## src/rtl/pc_sequencer_pkg.sv

```systemverilog
// Shared definitions for the program-counter sequencer: sequencer states,
// MIPS opcode/field constants and instruction field slicers.
package pc_sequencer_pkg;

    typedef enum logic {
        RUN  = 1'b0,
        HALT = 1'b1
    } state_e;

    localparam logic [5:0] OP_REGIMM = 6'h01;
    localparam logic [5:0] OP_J      = 6'h02;
    localparam logic [5:0] OP_JAL    = 6'h03;
    localparam logic [5:0] OP_BEQ    = 6'h04;
    localparam logic [5:0] OP_BNE    = 6'h05;
    localparam logic [5:0] OP_BLEZ   = 6'h06;
    localparam logic [5:0] OP_BGTZ   = 6'h07;

    localparam logic [4:0] RT_BLTZ = 5'd0;
    localparam logic [4:0] RT_BGEZ = 5'd1;
    localparam logic [4:0] REG_RA  = 5'd31;

    function automatic logic [5:0] fld_op(input logic [31:0] ins);
        return ins[31:26];
    endfunction

    function automatic logic [4:0] fld_rs(input logic [31:0] ins);
        return ins[25:21];
    endfunction

    function automatic logic [4:0] fld_rt(input logic [31:0] ins);
        return ins[20:16];
    endfunction

    function automatic logic [15:0] fld_imm(input logic [31:0] ins);
        return ins[15:0];
    endfunction

    function automatic logic [25:0] fld_addr(input logic [31:0] ins);
        return ins[25:0];
    endfunction

endpackage

```

## src/rtl/ras_stack.sv

```systemverilog
// Circular return-address stack: pushing when full overwrites the oldest
// entry, popping when empty leaves pointer and count untouched.
module ras_stack #(
    parameter int AW        = 32,
    parameter int RAS_DEPTH = 4
) (
    input  logic          clk,
    input  logic          rst_n,
    input  logic          i_push,
    input  logic          i_pop,
    input  logic [AW-1:0] i_push_data,
    output logic [AW-1:0] o_top,
    output logic          o_valid,
    output logic [AW-1:0] o_pop_data
);

    localparam int PW = $clog2(RAS_DEPTH);
    localparam int CW = $clog2(RAS_DEPTH + 1);

    logic [AW-1:0] r_mem [RAS_DEPTH];
    logic [PW-1:0] r_ptr;
    logic [CW-1:0] r_count;
    logic [PW-1:0] w_top_idx;

    // r_ptr is the next free slot; the newest entry sits just below it.
    assign w_top_idx  = r_ptr - PW'(1);
    assign o_valid    = (r_count != '0);
    assign o_pop_data = r_mem[w_top_idx];
    assign o_top      = o_valid ? o_pop_data : '0;

    // NOTE: the storage array has no reset; r_count alone decides which entries are meaningful.
    always_ff @(posedge clk) begin
        if (i_push) begin
            r_mem[r_ptr] <= i_push_data;
        end
    end

    // NOTE: sequential state uses non-blocking assignments so every register samples pre-edge values.
    always_ff @(posedge clk or negedge rst_n) begin
        if (!rst_n) begin
            r_ptr   <= '0;
            r_count <= '0;
        end else if (i_push) begin
            r_ptr <= r_ptr + PW'(1);
            if (r_count != CW'(RAS_DEPTH)) begin
                r_count <= r_count + CW'(1);
            end
        end else if (i_pop && o_valid) begin
            r_ptr   <= w_top_idx;
            r_count <= r_count - CW'(1);
        end
    end

endmodule

```

## src/rtl/pc_sequencer.sv

```systemverilog
// Next-PC sequencer for the single-cycle MIPS core: branch/jump flow, stall,
// exception halt/vector FSM with EPC and eret, plus a jr $ra return-address predictor.
module pc_sequencer
    import pc_sequencer_pkg::*;
#(
    parameter int            AW         = 32,
    parameter int            DW         = 64,
    parameter logic [AW-1:0] TEXT_START = AW'(32'h0040_0000),
    parameter logic [AW-1:0] EXCP_ADDR  = AW'(32'h8000_0180),
    parameter int            EXCP_MODE  = 0,
    parameter int            RAS_DEPTH  = 4,
    parameter int            CNT_W      = 16
) (
    input  logic             clk_cpu,
    input  logic             reset_n,
    input  logic             stall,
    input  logic [31:0]      inst,
    input  logic             cp_excp,
    input  logic             is_jr,
    input  logic             is_jalr,
    input  logic             eret,
    input  logic [DW-1:0]    alu_result,
    output logic [AW-1:0]    pc,
    output logic [AW-1:0]    epc,
    output logic             halted,
    output logic [AW-1:0]    ras_pred,
    output logic             ras_valid,
    output logic             ras_hit,
    output logic [CNT_W-1:0] ras_miss_cnt
);

    localparam bit VEC_MODE = (EXCP_MODE == 1);

    state_e     r_state, w_state_nxt;
    logic [AW-1:0] r_pc, w_pc_nxt;
    logic [AW-1:0] r_epc, w_epc_nxt;
    logic          r_ras_hit;
    logic [CNT_W-1:0] r_miss_cnt;

    logic [AW-1:0] w_next_addr, w_brnc_addr, w_jmp_addr, w_jr_target, w_flow_pc;
    logic [15:0]   w_imm;
    logic [5:0]    w_op;
    logic          w_alu_neg, w_alu_zero;
    logic          w_excp, w_eret_en, w_flow;
    logic          w_push, w_pop, w_ras_match;
    logic [AW-1:0] w_ras_top, w_pop_data;

    assign w_op        = fld_op(inst);
    assign w_imm       = fld_imm(inst);
    assign w_next_addr = r_pc + AW'(4);
    assign w_brnc_addr = w_next_addr + {{(AW-18){w_imm[15]}}, w_imm, 2'b00};
    assign w_jmp_addr  = {r_pc[AW-1:28], fld_addr(inst), 2'b00};
    assign w_jr_target = alu_result[DW-1 -: AW];
    assign w_alu_neg   = alu_result[DW-1];
    assign w_alu_zero  = (alu_result == '0);

    // A misaligned fetch address faults on the cycle it is presented, stall or not.
    assign w_excp    = (r_state == RUN) && (cp_excp || (r_pc[1:0] != 2'b00));
    assign w_eret_en = eret && VEC_MODE;
    assign w_flow    = (r_state == RUN) && !w_excp && !stall && !w_eret_en;

    // NOTE: every always_comb output gets a default first so no path infers a latch.
    always_comb begin
        w_flow_pc = w_next_addr;
        if (is_jr || is_jalr) begin
            w_flow_pc = w_jr_target;
        end else begin
            case (w_op)
                OP_REGIMM: begin
                    if ((fld_rt(inst) == RT_BLTZ && w_alu_neg) ||
                        (fld_rt(inst) == RT_BGEZ && !w_alu_neg)) begin
                        w_flow_pc = w_brnc_addr;
                    end
                end
                OP_BEQ:       if (w_alu_zero)               w_flow_pc = w_brnc_addr;
                OP_BNE:       if (!w_alu_zero)              w_flow_pc = w_brnc_addr;
                OP_BLEZ:      if (w_alu_neg || w_alu_zero)  w_flow_pc = w_brnc_addr;
                OP_BGTZ:      if (!w_alu_neg && !w_alu_zero) w_flow_pc = w_brnc_addr;
                OP_J, OP_JAL: w_flow_pc = w_jmp_addr;
                default:      w_flow_pc = w_next_addr;
            endcase
        end
    end

    always_comb begin
        w_state_nxt = r_state;
        w_pc_nxt    = r_pc;
        w_epc_nxt   = r_epc;
        case (r_state)
            RUN: begin
                if (w_excp) begin
                    w_pc_nxt    = EXCP_ADDR;
                    w_epc_nxt   = r_pc;
                    w_state_nxt = VEC_MODE ? RUN : HALT;
                end else if (stall) begin
                    w_pc_nxt = r_pc;
                end else if (w_eret_en) begin
                    w_pc_nxt = r_epc + AW'(4);
                end else begin
                    w_pc_nxt = w_flow_pc;
                end
            end
            HALT: w_pc_nxt = EXCP_ADDR;
        endcase
    end

    always_ff @(posedge clk_cpu or negedge reset_n) begin
        if (!reset_n) begin
            r_state <= RUN;
            r_pc    <= TEXT_START;
            r_epc   <= '0;
        end else begin
            r_state <= w_state_nxt;
            r_pc    <= w_pc_nxt;
            r_epc   <= w_epc_nxt;
        end
    end

    // Only jr $ra consults the stack; jalr pushes its link but never pops.
    assign w_push      = w_flow && ((w_op == OP_JAL) || is_jalr);
    assign w_pop       = w_flow && is_jr && (fld_rs(inst) == REG_RA);
    assign w_ras_match = ras_valid && (w_pop_data == w_jr_target);

    ras_stack #(
        .AW        (AW),
        .RAS_DEPTH (RAS_DEPTH)
    ) u_ras (
        .clk         (clk_cpu),
        .rst_n       (reset_n),
        .i_push      (w_push),
        .i_pop       (w_pop),
        .i_push_data (w_next_addr),
        .o_top       (w_ras_top),
        .o_valid     (ras_valid),
        .o_pop_data  (w_pop_data)
    );

    always_ff @(posedge clk_cpu or negedge reset_n) begin
        if (!reset_n) begin
            r_ras_hit  <= 1'b0;
            r_miss_cnt <= '0;
        end else begin
            r_ras_hit <= w_pop && w_ras_match;
            if (w_pop && !w_ras_match && (r_miss_cnt != '1)) begin
                r_miss_cnt <= r_miss_cnt + CNT_W'(1);
            end
        end
    end

    assign pc           = r_pc;
    assign epc          = r_epc;
    assign halted       = (r_state == HALT);
    assign ras_pred     = w_ras_top;
    assign ras_hit      = r_ras_hit;
    assign ras_miss_cnt = r_miss_cnt;

endmodule

```

## config.mk

```make
export PLATFORM = sky130hd
export DESIGN_NAME = pc_sequencer
export DESIGN_NICKNAME = d
export VERILOG_FILES = /design/src/rtl/pc_sequencer_pkg.sv /design/src/rtl/ras_stack.sv /design/src/rtl/pc_sequencer.sv
export SDC_FILE = /design/constraint.sdc
export NUM_CORES = 1
export LEC_CHECK = 0
export CORE_MARGIN = 2
export CORE_UTILIZATION = 46
export CTS_CLUSTER_SIZE = 16
export DETAILED_ROUTE_END_ITERATION = 12
export PLACE_DENSITY = 0.72
export SLEW_MARGIN = 20
export SYNTH_ARGS = -nofsm -noshare
export SYNTH_HDL_FRONTEND = slang
export SYNTH_SLANG_ARGS = --single-unit
```

## constraint.sdc

```tcl
create_clock -name clk_cpu -period 5.1 [get_ports clk_cpu]
set_input_delay 1.02 -clock clk_cpu [delete_from_list [all_inputs] [get_ports clk_cpu]]
set_output_delay 1.02 -clock clk_cpu [all_outputs]
set_load 0.02 [all_outputs]
```

==> run_results.csv, run 1 <==
group,metric,value,unit
route,drt_pass1_iterations,5,
grt,grt_pass1_vias,10000,
sta,slew_viol_final,0,
worst_setup_path,cp.arrival,5.34,ns
yosys,synth_edf_count,128,
clock_tree,post_cts_buffers,0,
yosys,synth-seq-cells,215,
yosys,synth.distinct_cells,80,
worst_setup_path,cpMostUsedCell,"a21oi_1",
route,vias,10100,
sta,post-route-period-util,0.959,
clock_tree,clock_path_buffers,3,
power,powerDensity,267,mW/mm2
clock_tree,clkSinkCount,215,
sta,worst_pin_slew,0.974,ns
worst_setup_path,critPathKind,"flop to flop",
sta,fmax,205,MHz
place,dpl.cell_count,1615,
worst_setup_path,worstPathCellList,"nand4_2, or2_1, nor3_1, nand3_1, xnor2_1, buf_4, ha_1, a21oi_1, o21ai_0, a31oi_1, and3_1, a21oi_1, or4_1, o211ai_1, nand2_1, a21oi_1",
grt,grt_pass1_wl,60700,um
sta,slew-limit-headroom,0.350,
worst_setup_path,endpoint_kind,"flop",
worst_setup_path,worst_ep_required_time,5.55,ns
grt,grt_max_degree,60,
clock_tree,cts_root_buf,"clkbuf_16",
yosys,synth.avg_cell_area,11.5,um2
floorplanning,start_util,0.467,
yosys,synthArstFlopShare,0.405,
clock_tree,cts_max_level,1,
route,drtAntennaViolNets,0,
sta,period_needed,4.89,ns
grt,gr-total-overflow,0,
worst_setup_path,max_stage_delay,0.55,ns
yosys,syn_area,0.0121,mm2
yosys,synth_fp_nets,1198,
cells_and_area,drive_above_1_share,0.147,
floorplanning,coreArea,0.0259,mm2
floorplanning,pin_count,218,
clock_tree,cts_buffers,24,
floorplanning,row_count,59,
sta,fin_tns_setup,0,ns
place,portBuffers,216,
yosys,netlist_instances,1053,
route,vias_per_cell,6.11,
yosys,seq_area_frac_synth,0.498,
worst_setup_path,slowest_stage,"dfrtp_1",
clock_tree,postCtsHoldBufs,0,
cells_and_area,areaGrowthSynthToFinish,30.0,%
cells_and_area,n_antenna_cell,0,
route,wire_per_inst,24.2,um
sta,rsz0062_at_grt,"false",
run,maxCapViolations,0,
yosys,yosys_warnings,0,
clock_tree,cts.clk_slew.worst_paths,0.06,ns
sta,fin_worst_skew,0.0186,ns
worst_setup_path,cp-start-kind,"flop",
place,gp_congestion,0.969,
cells_and_area,num-fill-cells,2047,
floorplanning,dieArea,0.0276,mm2
clock_tree,cts_tree,"done",
place,dp_hpwl,30400,um
route,totalWireLength,40100,um
floorplanning,die_w,166,um
cells_and_area,fin_cells,1659,
grt,grt_antenna_before_repair,1,
route,drc,0,
clock_tree,cts_resized,0,
sta,setup_violations,0,
worst_hold_path,hp-class,"flop to flop",
power,cellLeakagePower,6.19,nW
power,vdd_drop_max,0.247,mV
grt,track_usage,0.288,
floorplanning,die_h,166,um
sta,hold_violations,0,
yosys,synth_top_flop_cell,"edfxtp_1",
cells_and_area,nets,1451,
clock_tree,clock_latency,0.53,ns
status,status,"finished, final reports clean",
worst_setup_path,critPathMaxFanout,7,
route,drtIter0Drc,1246,
routing by layer:
layer	wire (um)	track usage	up-vias
met1	15300	0.374	4927
met5	13	0	-
met2	18200	0.454	626
met4	1630	0.101	2
li1	-	-	4477
met3	4950	0.0963	111
registers in the layout, summed over array words and instances, names as in the netlist:
name and cells:
u_ras.r_mem 128, epc 32, pc 32, ras_miss_cnt 16
u_ras.r_count 3, u_ras.r_ptr 2, halted 1, ras_hit 1
area by class of cell:
type	instances	area, um2	area share
inverters	25	93.8	0.00597
clock inverters	16	194	0.0123
clock buffers	28	646	0.0411
repair buffers	274	2590	0.165
multi-input cells	766	5750	0.366
well taps	335	419	0.0267
flip-flops and latches	215	6020	0.383
worst paths after layout:
| path | start | slack (ns) | endpoint | depth (start not counted) |
|---|---|---|---|---|
| min | ras_miss_cnt[15]$_DFFE_PN0P_ | 0.50 | ras_miss_cnt[15]$_DFFE_PN0P_ | 1 |
| min reg2reg | ras_miss_cnt[15]$_DFFE_PN0P_ | 0.50 | ras_miss_cnt[15]$_DFFE_PN0P_ | 1 |
| max in group asynchronous | reset_n | 3.54 | pc[22]$_DFFE_PN1P_ | 2 |
| max reg2reg | pc[6]$_DFFE_PN0P_ | 0.21 | pc[28]$_DFFE_PN0P_ | 16 |
| min in group asynchronous | reset_n | 0.56 | ras_miss_cnt[10]$_DFFE_PN0P_ | 1 |
| max | pc[6]$_DFFE_PN0P_ | 0.21 | pc[28]$_DFFE_PN0P_ | 16 |
power by group:
| group | total [mW] | switching (mW) | leakage, nW | internal, mW |
|---|---|---|---|---|
| combinational | 0.534 | 0.283 | 3.28 | 0.251 |
| sequential | 1.85 | 0.00823 | 2.49 | 1.84 |
| clock | 1.82 | 0.743 | 0.412 | 1.07 |
| total | 4.20 | 1.03 | 6.19 | 3.17 |
cell usage after synthesis, types with 5 or more instances:
cell type,instances,area [um2]
a21o_1,12,90.1
a21oi_1,65,325
a221o_1,6,60.1
a221oi_1,11,96.3
a31oi_1,10,62.6
and2_1,41,257
and3_1,16,100
buf_2,6,30.0
clkbuf_1,33,124
dfrtp_1,86,2150
edfxtp_1,128,3840
ha_1,40,500
inv_1,23,86.3
mux2_2,34,383
mux4_2,32,721
nand2_1,80,300
nand2b_1,9,56.3
nand3_1,35,175
nand4_1,22,138
nor2_1,58,218
nor2b_1,5,31.3
nor3_1,19,95.1
nor4_1,21,131
o211ai_1,8,60.1
o21ai_0,58,290
o22ai_1,5,31.3
xnor2_1,77,674
xor2_1,19,166
cells by family after synthesis:
logic type | count (synthesis) | synth area share
xor+xnor | 98 | 0.0722
simple gates | 334 | 0.145
flops | 215 | 0.498
buf+inv | 72 | 0.0265
mux | 69 | 0.0938
fa+ha+maj | 42 | 0.0447
compound gates | 223 | 0.119
worst max-delay path: cells and delay by family (launching register included):
| kind | cells | cell delay (ns) |
|---|---|---|
| AND/OR/NAND/NOR | 7 | 2.10 |
| adder cells (fa/ha/maj) | 1 | 0.31 |
| buffers and inverters | 1 | 0.24 |
| flip-flops | 1 | 0.55 |
| XOR/XNOR | 1 | 0.55 |
| AO/OA/AOI/OAI | 6 | 1.04 |
cells in the final DEF (no fill, tap or decap), drive strengths merged, types with 28 or more instances in the layout:
cell type and n:
clkdlybuf4s50 215, edfxtp 128, dfrtp 86, nand2 80
xnor2 77, a21oi 65, nor2 62, o21ai 61
buf 59, and2 42, ha 40, nand3 35
mux2 34, mux4 32, clkbuf 28
stage by stage:
step / hold WS [ns] / area (um2) / worst slack (ns) / utilization / total power [mW]
after floorplan: 0.507 / 12100 / 1.07 / - / 2.16
after detailed placement: 0.489 / 14900 / 0.454 / 0.574 / 2.41
after global placement: 0.477 / 14900 / 0.532 / 0.574 / 2.41
after global routing: 0.522 / 15700 / 0.106 / 0.607 / 4.32
final: 0.499 / 15700 / 0.211 / 0.607 / 4.20
after CTS: 0.502 / 15700 / 0.429 / 0.607 / 4.22
(Power assumes the default switching activity.)
==> inputs of run 2 (changes only) <==
--- a/config.mk
+++ b/config.mk
@@ -9,6 +9,7 @@
 export CORE_UTILIZATION = 46
 export CTS_CLUSTER_SIZE = 16
 export DETAILED_ROUTE_END_ITERATION = 12
+export HOLD_SLACK_MARGIN = 0.15
 export PLACE_DENSITY = 0.72
 export SLEW_MARGIN = 20
 export SYNTH_ARGS = -nofsm -noshare
==> results of run 2 <==
No change in the layout: final DEF, timing and power equal those of run 1.
==> inputs of run 3 (changes only) <==
--- a/config.mk
+++ b/config.mk
@@ -7,7 +7,7 @@
 export LEC_CHECK = 0
 export CORE_MARGIN = 2
 export CORE_UTILIZATION = 46
-export CTS_CLUSTER_SIZE = 16
+export CTS_CLUSTER_SIZE = 40
 export DETAILED_ROUTE_END_ITERATION = 12
 export HOLD_SLACK_MARGIN = 0.15
 export PLACE_DENSITY = 0.72
==> constraint.sdc (replaced) <==
create_clock -name clk_cpu -period 4.95 [get_ports clk_cpu]
set_input_delay 0.99 -clock clk_cpu [delete_from_list [all_inputs] [get_ports clk_cpu]]
set_output_delay 0.99 -clock clk_cpu [all_outputs]
set_load 0.02 [all_outputs]
==> run 3 against run 2 <==
Register-to-register slack better by 0.22 ns. Worst hold slack worse by 0.0070 ns. Critical path depth decreased by 2. Design area down 0.27%. First-iteration DRC count is 2.2% lower. Combinational power rose by 3%. Routed wire length down 0.43%. Sequential share of layout area rose by 0.10 points. Core utilization shrank 0.16 points. Clock power is essentially flat. Via count about the same. Critical path type unchanged. Highest routed layer is now met4.
==> run_results.csv, run 3 (synthesized netlist as in run 1, its figures left out) <==
group,metric,value,unit
clock_tree,cts_buffers,23,
cells_and_area,drive_above_1_share,0.142,
sta,fmax,221,MHz
floorplanning,start_util,0.467,
floorplanning,die_h,166,um
sta,post-route-period-util,0.912,
worst_hold_path,hold_start,"ras_miss_cnt[9]$_DFFE_PN0P_",
route,drc,0,
worst_setup_path,critPathKind,"flop to flop",
worst_hold_path,hp-class,"flop to flop",
grt,met1_usage,0.386,
place,portBuffers,216,
floorplanning,coreArea,0.0259,mm2
route,drtAntennaViolNets,0,
clock_tree,postCtsHoldBufs,0,
sta,layout_setup_ws,0.435,ns
clock_tree,cts_tree,"done",
power,cellLeakagePower,6.17,nW
cells_and_area,layout_common_cells,"215 x clkdlybuf4s50_1, 128 x edfxtp_1, 85 x dfrtp_1, 80 x nand2_1, 77 x xnor2_1",
sta,slew_viol_final,0,
cells_and_area,regMostFlops,"u_ras.r_mem",
worst_setup_path,cp-start-kind,"flop",
worst_setup_path,slowest_stage,"or4_1",
clock_tree,clkSinkCount,215,
place,dp_hpwl,30200,um
grt,top_usage_layer,"met2",
sta,setup_violations,0,
grt,met2_usage,0.459,
power,powerDensity,271,mW/mm2
grt,grt_antenna_before_repair,0,
route,totalWireLength,39900,um
route,wire_per_inst,24.1,um
place,gp_congestion,0.941,
cells_and_area,areaGrowthSynthToFinish,29.7,%
grt,use_met3,0.0686,
route,drt_pass1_iterations,5,
clock_tree,cts.clk_slew.worst_paths,0.06,ns
sta,holdWs,0.492,ns
floorplanning,pin_count,218,
sta,period_needed,4.52,ns
worst_setup_path,cp.arrival,4.95,ns
worst_setup_path,worst_ep_required_time,5.39,ns
grt,track_usage,0.287,
worst_setup_path,endpoint_kind,"flop",
grt,grt_pass1_wl,60300,um
worst_setup_path,worstPathCellList,"nand4_2, or2_1, or3_4, or3_4, xor2_1, inv_1, ha_1, nand2_1, o21ai_0, or4_1, a31oi_1, mux2i_1, nand3_1, a31oi_1",
floorplanning,row_count,59,
status,status,"finished, final reports clean",
grt,grt_pass1_vias,9919,
place,place_ws,0.529,ns
sta,worst_pin_slew,0.975,ns
floorplanning,die_w,166,um
power,vdd_drop_max,0.256,mV
clock_tree,cts_max_level,1,
cells_and_area,layout_commonest_cell,"clkdlybuf4s50_1",
worst_setup_path,critPathMaxFanout,7,
clock_tree,clock_latency,0.53,ns
sta,slew-limit-headroom,0.347,
cells_and_area,n_antenna_cell,0,
worst_setup_path,r2r_slack,0.43,ns
route,vias,10100,
cells_and_area,seq_area,0.00602,mm2
sta,fin_tns_setup,0,ns
cells_and_area,utilization,0.605,
place,dpl_cell_area,0.0149,mm2
route,vias_per_cell,6.12,
route,drtIter0Drc,1218,
worst_setup_path,startpoint,"pc[6]$_DFFE_PN0P_",
sta,fin_worst_skew,0.0181,ns
cells_and_area,nets,1450,
cells_and_area,largest_register_ffs,128,
sta,hold_violations,0,
clock_tree,cts_resized,0,
clock_tree,cts_root_buf,"clkbuf_16",
clock_tree,post_cts_buffers,0,
grt,grt_max_degree,62,
worst_setup_path,max_stage_delay,0.69,ns
sta,rsz0062_at_grt,"false",
cells_and_area,multi_input_area,0.00575,mm2
run,maxCapViolations,0,
clock_tree,clock_path_buffers,3,
grt,gr-total-overflow,0,
cells_and_area,num-fill-cells,2124,
cells_and_area,post-route-cell-area,0.0157,mm2
floorplanning,dieArea,0.0276,mm2
worst_setup_path,r2r_start,"pc[6]$_DFFE_PN0P_",
-- run 3: area by class of cell --
class                      instances  area share
multi-input combinational        766       0.367
timing repair buffer             274       0.166
clock buffer                      23      0.0367
tap                              335      0.0267
inverter                          25     0.00599
sequential                       215       0.384
clock inverter                    19      0.0133
-- run 3: final timing paths --
check | to | cells past startpoint
min | ras_miss_cnt[9]$_DFFE_PN0P_ | 1
max in group asynchronous | pc[22]$_DFFE_PN1P_ | 2
max reg2reg | pc[31]$_DFFE_PN0P_ | 14
min in group asynchronous | ras_miss_cnt[9]$_DFFE_PN0P_ | 1
max | pc[31]$_DFFE_PN0P_ | 14
min reg2reg | ras_miss_cnt[9]$_DFFE_PN0P_ | 1
-- run 3: layer usage --
| metal | wire, um | share of wire | vias to the layer above |
|---|---|---|---|
| li1 | - | - | 4478 |
| met3 | 4480 | 0.11 | 113 |
| met1 | 15700 | 0.39 | 4901 |
| met5 | 0 | 0 | - |
| met2 | 18100 | 0.45 | 641 |
| met4 | 1600 | 0.040 | 0 |
-- run 3: power breakdown --
| part | leakage, nW | internal (mW) | switching [mW] |
|---|---|---|---|
| Clock | 0.387 | 1.06 | 0.727 |
| Combinational | 3.29 | 0.258 | 0.292 |
| Sequential | 2.49 | 1.90 | 0.00879 |
| Total | 6.17 | 3.22 | 1.03 |
-- run 3: worst max-delay path, delay by kind of cell (launching register included) --
kind | cells | cell delay (ns)
AOI/OAI and AO/OA | 3 | 0.56
xor gates and xnor gates | 1 | 0.26
adders and majority gates | 1 | 0.39
buffers and inverters | 1 | 0.21
DFF | 1 | 0.54
muxes | 1 | 0.21
and+or+nand+nor | 7 | 2.23
-- run 3: stage by stage --
step           instances  power [mW]
2_1_floorplan       1053        2.22
3_3_place_gp        1615        2.48
3_5_place_dp        1615        2.49
4_1_cts             1657        4.26
5_1_grt             1657        4.38
6_report            1657        4.25
